[src/rtl/mod7_pkg.sv]
// Shared types and fold arithmetic for the mod-7 nibble folder.
package mod7_pkg;

    localparam int unsigned MOD   = 7;
    localparam int unsigned NIB_W = 4;
    localparam int unsigned ACC_W = 3;
    localparam int unsigned X_W   = 5;

    typedef enum logic {ACCUM, DONE} fold_state_t;

    // 8 == 1 (mod 7): add the bits above bit 2 back into the low three bits
    function automatic logic [NIB_W-1:0] fold5to4(input logic [X_W-1:0] x);
        return NIB_W'(x[4:3]) + NIB_W'(x[2:0]);
    endfunction

    function automatic logic [ACC_W-1:0] reduce7(input logic [NIB_W-1:0] f);
        return (f >= NIB_W'(MOD)) ? ACC_W'(f - NIB_W'(MOD)) : f[ACC_W-1:0];
    endfunction

endpackage

[src/rtl/mod7_fold_step.sv]
// One nibble step of the running residue: folded value and fully reduced residue.
module mod7_fold_step
    import mod7_pkg::*;
(
    input  logic [ACC_W-1:0] acc,
    input  logic [NIB_W-1:0] nibble,
    output logic [NIB_W-1:0] f_c,
    output logic [ACC_W-1:0] r_c
);

    logic [X_W-1:0] x;

    // 16 == 2 (mod 7), so shifting in a nibble is 2*acc + nibble
    always_comb begin
        x   = X_W'({acc, 1'b0}) + X_W'(nibble);
        f_c = fold5to4(x);
        r_c = reduce7(f_c);
    end

endmodule

[src/rtl/mod7_nibble_folder.sv]
// Streams MSB-first nibbles into a running mod-7 residue and presents a 4-bit folded result.
// Define MOD7_FULL_REDUCE_EN to present the fully reduced residue (0..6) instead of 0..10.
module mod7_nibble_folder
    import mod7_pkg::*;
#(
    parameter int unsigned MAX_NIBBLES = 16,
    parameter int unsigned CNT_W       = $clog2(MAX_NIBBLES + 1)
) (
    input  logic             clk,
    input  logic             rst,
    input  logic             in_valid,
    output logic             in_ready,
    input  logic [3:0]       in_data,
    input  logic             in_last,
    output logic             out_valid,
    input  logic             out_ready,
    output logic [3:0]       out_data,
    output logic [CNT_W-1:0] out_count,
    output logic             out_err
);

    fold_state_t        state, state_d;
    logic [ACC_W-1:0]   acc, acc_d;
    logic [CNT_W-1:0]   cnt, cnt_d, cnt_inc;
    logic [NIB_W-1:0]   out_data_d, result_c;
    logic [CNT_W-1:0]   out_count_d;
    logic               out_err_d;
    logic               in_ready_d;
    logic               out_valid_d;
    logic [NIB_W-1:0]   f_c;
    logic [ACC_W-1:0]   r_c;

    mod7_fold_step u_fold_step (
        .acc    (acc),
        .nibble (in_data),
        .f_c    (f_c),
        .r_c    (r_c)
    );

`ifdef MOD7_FULL_REDUCE_EN
    assign result_c = NIB_W'(reduce7(f_c));
`else
    assign result_c = f_c;
`endif

    always_comb begin
        state_d     = state;
        acc_d       = acc;
        cnt_d       = cnt;
        out_data_d  = out_data;
        out_count_d = out_count;
        out_err_d   = out_err;
        cnt_inc     = cnt + CNT_W'(1);

        case (state)
            ACCUM: begin
                if (in_valid) begin
                    acc_d = r_c;
                    cnt_d = cnt_inc;
                    // Either an explicit last or the nibble budget closes the number
                    if (in_last || (cnt_inc == CNT_W'(MAX_NIBBLES))) begin
                        out_data_d  = result_c;
                        out_count_d = cnt_inc;
                        out_err_d   = !in_last;
                        state_d     = DONE;
                    end
                end
            end
            DONE: begin
                if (out_ready) begin
                    acc_d   = '0;
                    cnt_d   = '0;
                    state_d = ACCUM;
                end
            end
            default: state_d = ACCUM;
        endcase

        in_ready_d  = (state_d == ACCUM);
        out_valid_d = (state_d == DONE);
    end

    always_ff @(posedge clk) begin
        if (rst) begin
            state     <= ACCUM;
            acc       <= '0;
            cnt       <= '0;
            out_data  <= '0;
            out_count <= '0;
            out_err   <= 1'b0;
            in_ready  <= 1'b1;
            out_valid <= 1'b0;
        end else begin
            state     <= state_d;
            acc       <= acc_d;
            cnt       <= cnt_d;
            out_data  <= out_data_d;
            out_count <= out_count_d;
            out_err   <= out_err_d;
            in_ready  <= in_ready_d;
            out_valid <= out_valid_d;
        end
    end

endmodule

[config.mk]
export PLATFORM = sky130hd
export DESIGN_NAME = mod7_nibble_folder
export DESIGN_NICKNAME = d
export VERILOG_FILES = /design/src/rtl/mod7_pkg.sv /design/src/rtl/mod7_fold_step.sv /design/src/rtl/mod7_nibble_folder.sv
export SDC_FILE = /design/constraint.sdc
export NUM_CORES = 1
export LEC_CHECK = 0
export ABC_AREA = 1
export ABC_CLOCK_PERIOD_IN_PS = 3600
export CAP_MARGIN = 20
export CORE_MARGIN = 2
export CORE_UTILIZATION = 40
export DETAILED_ROUTE_END_ITERATION = 16
export GPL_ROUTABILITY_DRIVEN = 0
export PLACE_DENSITY_LB_ADDON = 0.2
export SLEW_MARGIN = 40
export SYNTH_ARGS = -nofsm -noshare
export SYNTH_HDL_FRONTEND = slang
export SYNTH_SLANG_ARGS = --single-unit
[constraint.sdc]
create_clock -name clk -period 3.6 [get_ports clk]
set_clock_uncertainty 0.05 [all_clocks]
set_input_delay 0.72 -clock clk [delete_from_list [all_inputs] [get_ports clk]]
set_output_delay 0.72 -clock clk [all_outputs]
set_load 0.02 [all_outputs]
# [Word level (Yosys, flattened, before mapping)]
# Index checks and enable logic that the tools add are counted.
[totals] register_bits=20 inputBits=9 wordCells=32
[op_classes] add_sub_neg=4 order_cmp=1 n_eq_ne=3 n_mux=11 n_bitwise=2 reduce_logical=4
[op_table] cell="$mux 5" n=2
[op_table] cell="$pmux 5 s2" n=1
[op_table] cell="$mux 3" n=3
[op_table] cell="$pmux 3 s2" n=1
[op_table] cell="$add 4x4->5" n=1
[op_table] cell="$add 5x1->5 const B" n=1
[op_table] cell="$eq 5x5->1 const B" n=1
[op_table] cell="$add 2x3->4" n=1
[op_table] cell="$ge 4x3->1 const B" n=1
[op_table] cell="$ne 2x2->1 const B" n=2
[op_table] cell="$mux 1" n=3
[op_table] cell="$reduce_and 3->1" n=1
[op_table] cell="$sub 3x3->3 const B" n=1
[op_table] cell="$not 1->1" n=2
[op_table] cell="$pmux 1 s2" n=1
[op_table] cell="$reduce_and 2->1" n=1
[op_table] cell="$logic_not 1->1" n=1
[op_table] cell="$logic_or 1x1->1" n=1

# [Logic depth before layout (Yosys ltp)]
# Gate-level depths: netlist of the first run.
[depth] ltp_word=7 ltp_mapped=11

# [Cells and area by module]
# From an unflattened synthesis of the first run, not the netlist that was laid out.
[unflattened] hier_cells=161 hier_area_um2=1211.2
[by_module_without_submodules] module="mod7_nibble_folder" n_inst=1 cells_each=122 area_each_um2=949.7 seq_area_each_um2=400.4
[by_module_without_submodules] module="mod7_fold_step" n_inst=1 cells_each=39 area_each_um2=261.5 seq_area_each_um2=0.0

# [Worst setup path before layout of the first run]
# OpenSTA, ideal clock, no wires.
[synth_timing] kind="input port to flip-flop" start="input port in_data[1]" end="register acc[0]" setup_ns=0.070 arrival_time_ns=2.703 required_time_ns=3.480 path_slack_ns=0.776 stages=11 path_buffers=0 path_cell_list="ha_1 -> fa_1 -> xor2_1 -> ha_1 -> fa_1 -> ha_1 -> nand2_1 -> nand2_1 -> nand2_1 -> nand3_1 -> a21oi_1"
[synth_between] elab_chain_cells=6
[synth_rtl] element="from (decl)" line_no="mod7_nibble_folder.sv:13" rtl="input logic [3:0] in_data,"
[synth_rtl] element="$add 4x4->5" line_no="mod7_fold_step.sv:15" rtl="x = X_W'({acc, 1'b0}) + X_W'(nibble);"
[synth_rtl] element="$add 2x3->4" line_no="mod7_pkg.sv:13" rtl="return NIB_W'(x[4:3]) + NIB_W'(x[2:0]);"
[synth_rtl] element="named net f_c[1]" line_no="mod7_nibble_folder.sv:30" rtl="logic [NIB_W-1:0] f_c;"
[synth_rtl] element="$ge 4x3->1" line_no="mod7_pkg.sv:17" rtl="return (f >= NIB_W'(MOD)) ? ACC_W'(f - NIB_W'(MOD)) : f[ACC_W-1:0];"
[synth_rtl] element="$mux 3" line_no="mod7_pkg.sv:17"
[synth_rtl] element="$mux 3" line_no="mod7_nibble_folder.sv:57" rtl="if (in_valid) begin"
[synth_rtl] element="$pmux 3 s2" line_no="mod7_nibble_folder.sv:55" rtl="case (state)"
[synth_rtl] element="to (signal assigned)" line_no="mod7_nibble_folder.sv:86" rtl="acc <= '0;"
[synth_rtl] element="to (signal assigned)" line_no="mod7_nibble_folder.sv:95" rtl="acc <= acc_d;"
[synth_rtl] element="to (decl)" line_no="mod7_nibble_folder.sv:23" rtl="logic [ACC_W-1:0] acc, acc_d;"
# The timed path passes the listed nets, and every way through them passes these cells. The select of a mux whose other input is x is not followed.
# A chain may end at the register's enable or synchronous reset.

# [Worst setup path in the final report of the first run]
# Ends and elaborated chain as after synthesis.

==> metrics, run 1 <==
CP top delay family=adder cells; Setup crit end kind=register; Synth-to-Final Area Change=22.15%; CP startpoint=in_data[1]; # clock sinks=20; Post-synth EDFFs=0; number of gates resized after cts=0; crit path DAT=3.27 ns; clock slew at reported path FFs=between 0.1 and 0.15 ns; vias in the first global route=916; crit-path cells=clkdlybuf4s50_1 -> ha_1 -> fa_1 -> xor2_1 -> ha_1 -> fa_1 -> ha_1 -> nand2_1 -> nand2_1 -> nand2_1 -> nand3_1 -> a21oi_1; # DRC=0; Worst Max-Slew Pin Slew=around 0.63 ns; Critical Path End=acc[0]$_SDFFE_PP0P_; R2R Setup Slk=1.05 ns; htree depth=1; layout cell share with drive strength beyond 1=0.08000; final instance area=1421 um^2; status=finished clean; top cells by area, synth=dfxtp_1 (34%), nand2_1 (10%), ha_1 (8.6%), inv_1 (8.4%), a21oi_1 (6.9%); setup bufs post-CTS=0; Commonest cells post-synth=nand2_1 (31), inv_1 (26), dfxtp_1 (20); Yosys top cell area share=0.3441; DRT Wirelength=~2300 um; area of the core=roughly 2800 um^2; fmax=0.3239 GHz; RSZ-0062 raised after global routing=no; Clock Latency Late Sink=0.31 ns; met2 Use GR=0.2354; DR vias=between 900 and 1000; worst r2r src=acc[0]$_SDFFE_PP0P_; row count=19; Total Routing Usage GR=0.1535; Starting Density=0.4220; num ports=21; Avg Inst Size Synth=7.507 um^2; CTS Hold Bufs=0; port bufs=20; Fin. Hold Viols=0; die span in x=57.94 um; hold_ws=0.4295 ns; Setup WS pre-CTS=0.1787 ns; sequential area share after synthesis=0.3441; PD cells=568.6 nW/um^2; Final ANT Viol Nets=0; CTS Root Cell=clkbuf_4; CP startpoint kind=input pin; initial DRC count=27; count leader, synth=nand2_1; reg2reg end=acc[0]$_SDFFE_PP0P_; Max Slew Vio Count=0; Yosys top cell by area=dfxtp_1; Max-Cap Viols=0; P_leak=a little over 0.7 nW; VDD IR-drop max=0.0004132 V; Worst slew margin=0.5789; period utilization=0.8576; Max clock buf depth=2; Syn Inst Count=155; DR pass1 iterations=6; Tot Pwr=between 0.8 and 0.9 mW; HPWL Detailed=approximately 1700 um; Distinct cells, synth=22; DP Area=between 1000 and 1500 um^2; warnings from Yosys=0; mapped cell area=1164 um^2; Post-Syn Nets=174; worst hold path type=register to register; total CTS buffers=3; GRT overflow=0; critical path data required time=3.79 ns; Stages on worst setup path=12; WP buf/inv=1; Crit path largest cell delay=0.48 ns; Yosys reg bits=20; setup violators final=0; ys async rst share=0; # diodes=0; CTS tree=built; Die ar.=3356 um^2; grt met1 use=0.2147; busiest grt layer=met2; Final nets=roughly 200; top_reg_cell synth=dfxtp_1; chip height=57.94 um; Setup CP Type=input pin to register; largest net degree at the start of global routing=20; WL/cell=10.94 um; Final Critical Period=3.087 ns; Setup WS post-layout=0.5128 ns; routing usage on met3=0.04018; setup_tns=0 ns; R2R cell count=11; CP max FO=4; Vias/cell=4.806; global-route wire length before repair=4036 um; slowest stage cell, crit path=fa_1; initial antenna violation count=0
-- routing by layer --
| metal | vias to the layer above | wire length (um) |
|---|---|---|
| met1 | 440 | 1128 |
| met4 | 0 | 18 |
| met3 | 2 | 82 |
| li1 | 535 | - |
| met5 | - | 0 |
| met2 | 13 | 1024 |
-- cell families after synthesis --
logic type	Yosys count	synth area share
adder cells (fa/ha/maj)	10	0.1204
XOR/XNOR	2	0.01506
flip-flops	20	0.3441
buffers and inverters	30	0.1129
AND/OR/NAND/NOR	68	0.2892
AO/OA/AOI/OAI	25	0.1183
-- through the flow --
| stage | util | instances |
|---|---|---|
| finish | 0.5154 | 206 |
| global placement | 0.4964 | 202 |
| floorplan | - | 155 |
| global route | 0.5154 | 206 |
| detailed placement | 0.4964 | 202 |
| CTS | 0.5154 | 206 |
-- flip-flops by register name, summed over array words and instances, names as in the netlist --
name,flops
cnt,5
out_count,5
out_data,4
acc,3
in_ready,1
out_err,1
state,1
-- worst register-to-register path, stage by stage, from the launching register on --
cell and delay (ns):
dfxtp_1 0.33, ha_1 0.21, fa_1 0.38, xor2_1 0.16
ha_1 0.20, fa_1 0.48, ha_1 0.21, nand2_1 0.12
nand2_1 0.08, nand2_1 0.08, nand3_1 0.07, a21oi_1 0.13
-- cells in the final DEF (no fill, tap or decap) --
| master | instances |
|---|---|
| o21bai_1 | 2 |
| xor2_1 | 2 |
| clkbuf_4 | 3 |
| fa_1 | 2 |
| nor2_1 | 11 |
| inv_1 | 26 |
| nor2_4 | 3 |
| nand2_2 | 3 |
| bufinv_16 | 1 |
| clkdlybuf4s50_1 | 20 |
| nand3b_1 | 1 |
| nand3_1 | 13 |
| nand2_4 | 1 |
| ha_1 | 8 |
| nand2_1 | 31 |
| a21boi_0 | 2 |
| o21a_1 | 1 |
| nand4_1 | 2 |
| a21oi_1 | 16 |
| o21ai_0 | 4 |
| dfxtp_1 | 20 |
| nand3_2 | 3 |
-- power by group --
group	switching, mW	total, mW	internal (mW)
combinational	0.200	0.354	0.154
sequential	0.0196	0.269	0.249
clock	0.0732	0.186	0.113
-- area by class of cell --
class,instances,area (um^2)
Timing Repair Buffer,20,200.2
Inverter,26,97.59
Fill cell,279,1336
Clock inverter,1,30.03
Multi-Input combinational cell,105,631.9
Tap cell,31,38.79
Clock buffer,3,22.52
Sequential cell,20,400.4
-- how the worst min path moves through the flow --
stage / to / start / slack [ns] / depth (start not counted)
global route: acc[0]$_SDFFE_PP0P_ / acc[0]$_SDFFE_PP0P_ / 0.46 / 2
finish: acc[0]$_SDFFE_PP0P_ / acc[0]$_SDFFE_PP0P_ / 0.43 / 2
global placement: out_count[4]$_SDFFE_PP0P_ / out_count[4]$_SDFFE_PP0P_ / 0.40 / 2
floorplan: acc[0]$_SDFFE_PP0P_ / acc[0]$_SDFFE_PP0P_ / 0.40 / 2
detailed placement: acc[0]$_SDFFE_PP0P_ / acc[0]$_SDFFE_PP0P_ / 0.41 / 2
CTS: acc[0]$_SDFFE_PP0P_ / acc[0]$_SDFFE_PP0P_ / 0.43 / 2
Note: power is estimated with default switching activity, not from simulation.
==> run 2, diff against run 1 <==
Settings changed: ABC_CLOCK_PERIOD_IN_PS 3600 to 3450, CORE_UTILIZATION 40 to 51.
Clock period 3.6 ns to 3.45 ns, I/O delays scaled along.
==> metrics, run 2 (same netlist as run 1, synthesis figures left out) <==
busiest grt layer=met2 (unchanged); grt met1 use=0.2500 (was 0.2147); DR vias=1032 (was 990); port bufs=20 (unchanged); Setup crit end kind=register (unchanged); Die ar.=2680 um^2 (was 3356 um^2); crit path DAT=3.33 ns (was 3.27 ns); PD cells=561.6 nW/um^2 (was 568.6 nW/um^2); Clock power frac=0.145 (was 0.230); Final nets=195 (unchanged); routing usage on met3=0.04885 (was 0.04018); Max-Cap Viols=0 (unchanged); met2 Use GR=0.3034 (was 0.2354); CP startpoint kind=input pin (unchanged); HPWL Detailed=1711 um (was 1734 um); Int Pwr=0.4622 mW (was 0.5157 mW); total CTS buffers=3 (unchanged); CP max FO=4 (unchanged); Sequential Power Share=0.362 (was 0.332); global-route wire length before repair=3829 um (was 4036 um); Sw Share=0.4069 (was 0.3619); layout cell share with drive strength beyond 1=0.07471 (was 0.08000); WL/cell=11.27 um (was 10.94 um); Critical Path End=acc[1]$_SDFFE_PP0P_ (was acc[0]$_SDFFE_PP0P_); Final ANT Viol Nets=0 (unchanged); Final Critical Period=3.137 ns; Logic pwr share=0.493 (was 0.438); number of gates resized after cts=0 (unchanged); setup bufs post-CTS=0 (unchanged); GRT overflow=0 (unchanged); multi-input logic area=631.9 um^2 (unchanged); Top Registers=cnt (5), out_count (5), out_data (4) (unchanged); initial antenna violation count=0 (unchanged); row count=17 (was 19); status=finished clean (unchanged); Switch Pwr=0.3170 mW (was 0.2925 mW); final instance area=1388 um^2 (was 1421 um^2); reg2reg end=acc[1]$_SDFFE_PP0P_ (was acc[0]$_SDFFE_PP0P_); Clock Latency Late Sink=0.30 ns (was 0.31 ns); CTS Root Cell=clkbuf_4 (unchanged); DRT Wirelength=2277 um (was 2253 um); vias in the first global route=896 (was 916); most common cell after layout, fill and taps aside=nand2_1 (unchanged); Total Routing Usage GR=0.1954 (was 0.1535); # diodes=0 (unchanged); fillers=206 (was 279); num ports=21 (unchanged); Worst Hold Depth=2 (unchanged); Max Slew Vio Count=0 (unchanged); Util after Layout=0.6334 (was 0.5154); CTS tree=built (unchanged); initial DRC count=22 (was 27); critical path data required time=3.64 ns (was 3.79 ns); VDD IR-drop max=0.0004591 V (was 0.0004132 V); DP Area=1365 um^2 (was 1369 um^2); # clock sinks=20 (unchanged); setup_tns=0 ns (unchanged); Tot Pwr=0.7792 mW (was 0.8082 mW); Starting Density=0.5311 (was 0.4220); RSZ-0062 raised after global routing=no (unchanged); Setup WS post-layout=0.3134 ns (was 0.5128 ns); Synth-to-Final Area Change=19.25% (was 22.15%); CP startpoint=in_data[1] (unchanged); htree depth=1 (unchanged); period utilization=0.9092; clock slew at reported path FFs=0.11 ns (about the same); worst r2r src=acc[0]$_SDFFE_PP0P_ (unchanged); die span in x=51.77 um (was 57.94 um); hold_ws=0.4259 ns (was 0.4295 ns); # DRC=0 (unchanged); setup violators final=0 (unchanged); CTS Hold Bufs=0 (unchanged); fin cells=202 (was 206); Seq. cell area=400.4 um^2 (unchanged); commonest non-fill, non-tap cells in the layout=nand2_1 (31), inv_1 (26), dfxtp_1 (20), clkdlybuf4s50_1 (20), a21oi_1 (16) (unchanged); Fin. Hold Viols=0 (unchanged); largest net degree at the start of global routing=20 (unchanged); P_leak=0.6914 nW (was 0.7055 nW); Max clock buf depth=2 (unchanged); DR pass1 iterations=4 (was 6); Vias/cell=5.109 (was 4.806); worst hold path type=register to register (unchanged); Setup WS pre-CTS=0.009960 ns (was 0.1787 ns); R2R cell count=11 (unchanged); R2R Setup Slk=0.82 ns (was 1.05 ns); Worst Max-Slew Pin Slew=0.6057 ns (was 0.6301 ns); chip height=51.77 um (was 57.94 um); Setup CP Type=input pin to register (unchanged); fmax=0.3188 GHz; Worst slew margin=0.5952 (was 0.5789); area of the core=2191 um^2 (was 2758 um^2); Placed Instances=199 (was 202)
[run 2: changes by cell type in the layout (fill, tap and decap cells not counted)]
| cell | delta |
|---|---|
| bufinv_16 | -1 |
[run 2: routing by layer]
metal,wire length [um],vias up
met2,1038,27
met5,0,-
met3,100,6
met1,1095,469
met4,42,0
li1,-,530
[run 2: power groups by stage]
stage / Clock, mW / Sequential (mW) / Combinational [mW]
after floorplan: 0 / 0.295 / 0.271
after global placement: 0 / 0.286 / 0.352
after detailed placement: 0 / 0.288 / 0.377
after CTS: 0.117 / 0.283 / 0.384
after global routing: 0.121 / 0.286 / 0.442
final: 0.113 / 0.282 / 0.384
[run 2: cell type report]
type	instances	share of cell area
clock buffer	3	0.01623
inverter	26	0.07033
multi-input combinational	105	0.4554
sequential	20	0.2885
tap	28	0.02525
timing repair buffer	20	0.1443
[run 2: worst max-delay path: stages]
cell and delay [ns]:
clkdlybuf4s50_1 0.42, ha_1 0.23, fa_1 0.38, xor2_1 0.16
ha_1 0.21, fa_1 0.50, ha_1 0.22, nand2_1 0.13
nand2_1 0.08, nand2_1 0.09, nand3_1 0.08, a21oi_1 0.13
[run 2: worst min path at each step]
stage                           endpoint                      start  slack (ns)
2_1_floorplan        acc[0]$_SDFFE_PP0P_        acc[0]$_SDFFE_PP0P_        0.40
3_3_place_gp   out_count[4]$_SDFFE_PP0P_  out_count[4]$_SDFFE_PP0P_        0.40
3_5_place_dp         acc[0]$_SDFFE_PP0P_        acc[0]$_SDFFE_PP0P_        0.41
4_1_cts              acc[0]$_SDFFE_PP0P_        acc[0]$_SDFFE_PP0P_        0.43
5_1_grt              acc[0]$_SDFFE_PP0P_        acc[0]$_SDFFE_PP0P_        0.46
6_report             acc[0]$_SDFFE_PP0P_        acc[0]$_SDFFE_PP0P_        0.43
==> edit 1, RTL diff (settings of run 2) <==
Change the parameter `MAX_NIBBLES` from 16 to 32.
--- a/src/rtl/mod7_nibble_folder.sv
+++ b/src/rtl/mod7_nibble_folder.sv
@@ -5,3 +5,3 @@
 #(
-    parameter int unsigned MAX_NIBBLES = 16,
+    parameter int unsigned MAX_NIBBLES = 32,
     parameter int unsigned CNT_W       = $clog2(MAX_NIBBLES + 1)
Interface: changed (resized out_count); port bits go from 21 to 22. No check against the original RTL was run, so the function may have changed too.
==> edit 1 against run 2 <==
  * Combinational power rose by 2%
  * Sequential cell count is 2 higher
  * Wire length decreased by 1.7%
  * Count of clock-buffer cells in the layout stayed put
  * Cell area increased by 2.7%
  * Worst setup slack got worse by 30 ps
  * Area after synthesis increased by 0.43%
  * Global-route usage decreased by 0.25 points
  * Critical path type unchanged
  * Power rose by 3.9%
  * Via count up 0.58%
==> edit 1: results <==
{
  "status": "complete, no violations",
  "syn_area_per_cell_um2": 7.49,
  "slowest_stage": "fa_1",
  "dpl.cell_count": 203,
  "cp_max_fo": 4,
  "yosysSeqAreaShare": 0.377,
  "port_buffers": 21,
  "timing.reg2reg.setup_slack_ps": 740,
  "crit_path_start_kind": "input port",
  "synth_flop_cell": "dfxtp_1",
  "fin_nets": 198,
  "hold_end": "out_err$_SDFFE_PP0P_",
  "p_leak_nw": 0.643,
  "endpoint": "acc[1]$_SDFFE_PP0P_",
  "slew_headroom": 0.733,
  "clk_latency_ps": 300,
  "peakVddDrop_uv": 502,
  "drtIter0Drc": 41,
  "cts_root_buf": "clkbuf_4",
  "grt_max_degree": 13,
  "m1WireLength_um": 1100,
  "dp_slack_ps": -39.4,
  "routed_via_density": 5.04,
  "holdCritStartpoint": "out_err$_SDFFE_PP0P_",
  "use_met2": 0.283,
  "min_period_ps": 3170,
  "n_antenna_cell": 0,
  "first_global_vias": 869,
  "dp_hpwl_um": 1760,
  "reg_top3": "cnt: 6 flops, out_count: 6 flops, out_data: 4 flops",
  "synthTopCellsByArea": "dfxtp_1, nand2_1, ha_1",
  "yosys-top-cells-count": "nand2_1, dfxtp_1, nor2_1",
  "firstDrtPassIters": 4,
  "wl_met3_um": 77,
  "grt_pass1_wl_um": 3800,
  "grt_util_met3": 0.0345,
  "top_layer": "met4",
  "vias": 1038,
  "route.met2.wl_um": 1030,
  "dpl_cell_area_um2": 1400,
  "grt_use_met1": 0.268,
  "crit_arrival_ps": 3350,
  "holdWs_ps": 402,
  "drive_gt1_frac": 0.0674,
  "grt_use_total": 0.193,
  "wire_per_inst_um": 10.9,
  "synthDistinctLibCells": 24
}
edit 1: cell count changes after synthesis, sizes merged, moves of 2 or more:
cell,before,now
a21boi,2,0
nand3,16,7
clkinv,0,2
nand2,35,42
inv,26,17
buf,3,1
dfxtp,20,22
nor2,14,22
nand4,2,0
nand3b,1,4
edit 1: cell type report:
cell class,count,area (um^2),area share
Sequential cell,22,440,0.309
Clock buffer,3,22.5,0.0158
Tap cell,28,35.0,0.0246
Timing Repair Buffer,22,218,0.153
Inverter,19,71.3,0.0500
Multi-Input combinational cell,112,638,0.448
edit 1: kinds of logic after synthesis:
family                   Yosys count  synth area share
XOR/XNOR                           3            0.0225
AO/OA/AOI/OAI                     25             0.119
buffers and inverters             22            0.0771
flip-flops                        22             0.377
AND/OR/NAND/NOR                   75             0.296
adder cells (fa/ha/maj)            9             0.109
edit 1: where the power goes:
part | internal (W) | switching [W]
Clock | 0.0000407 | 0.0000700
Sequential | 0.000285 | 0.0000235
Combinational | 0.000173 | 0.000218
Total | 0.000499 | 0.000311
==> edit 2, RTL diff (settings of run 2) <==
Made on the original files. Make the reset (`rst`) asynchronous in one clocked block.
--- a/src/rtl/mod7_nibble_folder.sv
+++ b/src/rtl/mod7_nibble_folder.sv
@@ -82,3 +82,3 @@
 
-    always_ff @(posedge clk) begin
+    always_ff @(posedge clk or posedge rst) begin
         if (rst) begin
Behaviour: differs if rst is asserted again (counterexample within 4 cycles, from zero or initial values and one cycle with rst high); with rst held inactive, the same outputs for 10 cycles.
==> edit 2 against run 2 <==
  * Power is 50% higher
  * Sequential power rose by 38%
  * Non-clock buffer count is the same
  * Wire length shrank 6.2%
  * Worst hold slack better by 34 ps
  * Sequential cell count did not move
  * Clock power is 19% higher
  * First-iteration DRC count down 55%
  * Via count fell by 9.5%
  * Worst setup slack gained 80 ps
  * Cell area shrank 1.2%
  * Area after synthesis down 4.0%
  * Final cell count is 12% lower
  * Largest power group unchanged
==> edit 2: results <==
{
  "status": "complete, no violations",
  "p_leak_nw": 0.722,
  "slowest_delay_ps": 540,
  "yosysSeqAreaShare": 0.449,
  "fill_cells": 182,
  "vias": 934,
  "worst_slew_pin_slew_ps": 427,
  "grt_util_met3": 0.0208,
  "routed_via_density": 5.25,
  "grt_max_degree": 21,
  "ys_async_sr_fraction": 1.00,
  "drtIter0Drc": 10,
  "fp-row-count": 16,
  "synthDistinctLibCells": 23,
  "synth.net_count": 148,
  "synthTopCellsByArea": "dfrtp_1, nand2_1, ha_1",
  "fin_nets": 171,
  "wire_per_inst_um": 12.0,
  "dp_hpwl_um": 1720,
  "first_global_vias": 996,
  "grt_pass1_wl_um": 4050,
  "dp_slack_ps": 60.4,
  "peakVddDrop_uv": 487,
  "use_met2": 0.386,
  "crit_arrival_ps": 3200,
  "grt_use_total": 0.209,
  "yosys-top-cells-count": "nand2_1, dfrtp_1, nand3_1",
  "setup_ws_ps": 394
}
edit 2: worst paths after layout:
check / to / startpoint
worst max-delay path: acc[0]$_DFFE_PP0P_ / in_data[1]
max in group asynchronous: in_ready$_DFF_PP1_ / rst
worst max register to register: acc[0]$_DFFE_PP0P_ / acc[0]$_DFFE_PP0P_
worst min-delay path: out_count[3]$_DFFE_PP0P_ / out_count[3]$_DFFE_PP0P_
min in group asynchronous: out_data[0]$_DFFE_PP0P_ / rst
worst min register to register: out_count[3]$_DFFE_PP0P_ / out_count[3]$_DFFE_PP0P_
edit 2: report_power, final:
group | internal [W] | switching (W)
combinational | 0.000283 | 0.000361
clock | 0.0000643 | 0.0000695
sequential | 0.000321 | 0.0000668
total | 0.000668 | 0.000497
edit 2: cells by family after synthesis:
kind of cell	share of synthesized area
AND/OR/NAND/NOR	0.292
flip-flops	0.449
buffers and inverters	0.0683
adder cells (fa/ha/maj)	0.125
AO/OA/AOI/OAI	0.0493
XOR/XNOR	0.0157
edit 2: worst min-delay path: stages (launching register included):
cell     delay (ps)
dfrtp_1         360
nand3_1          70
nand2_1          50
edit 2: per-stage QoR:
step | hold WS [ps] | util
2_1_floorplan | 403 | -
6_report | 460 | 0.678
3_3_place_gp | 432 | 0.660
4_1_cts | 469 | 0.678
5_1_grt | 503 | 0.678
3_5_place_dp | 431 | 0.660
edit 2: final cells by class:
| class | count | area (um^2) | share of cell area |
|---|---|---|---|
| inverters | 16 | 60.1 | 0.0438 |
| flip-flops and latches | 20 | 502 | 0.366 |
| repair buffers | 20 | 200 | 0.146 |
| well taps | 27 | 33.8 | 0.0246 |
| clock buffers | 4 | 36.3 | 0.0265 |
| multi-input cells | 91 | 539 | 0.393 |
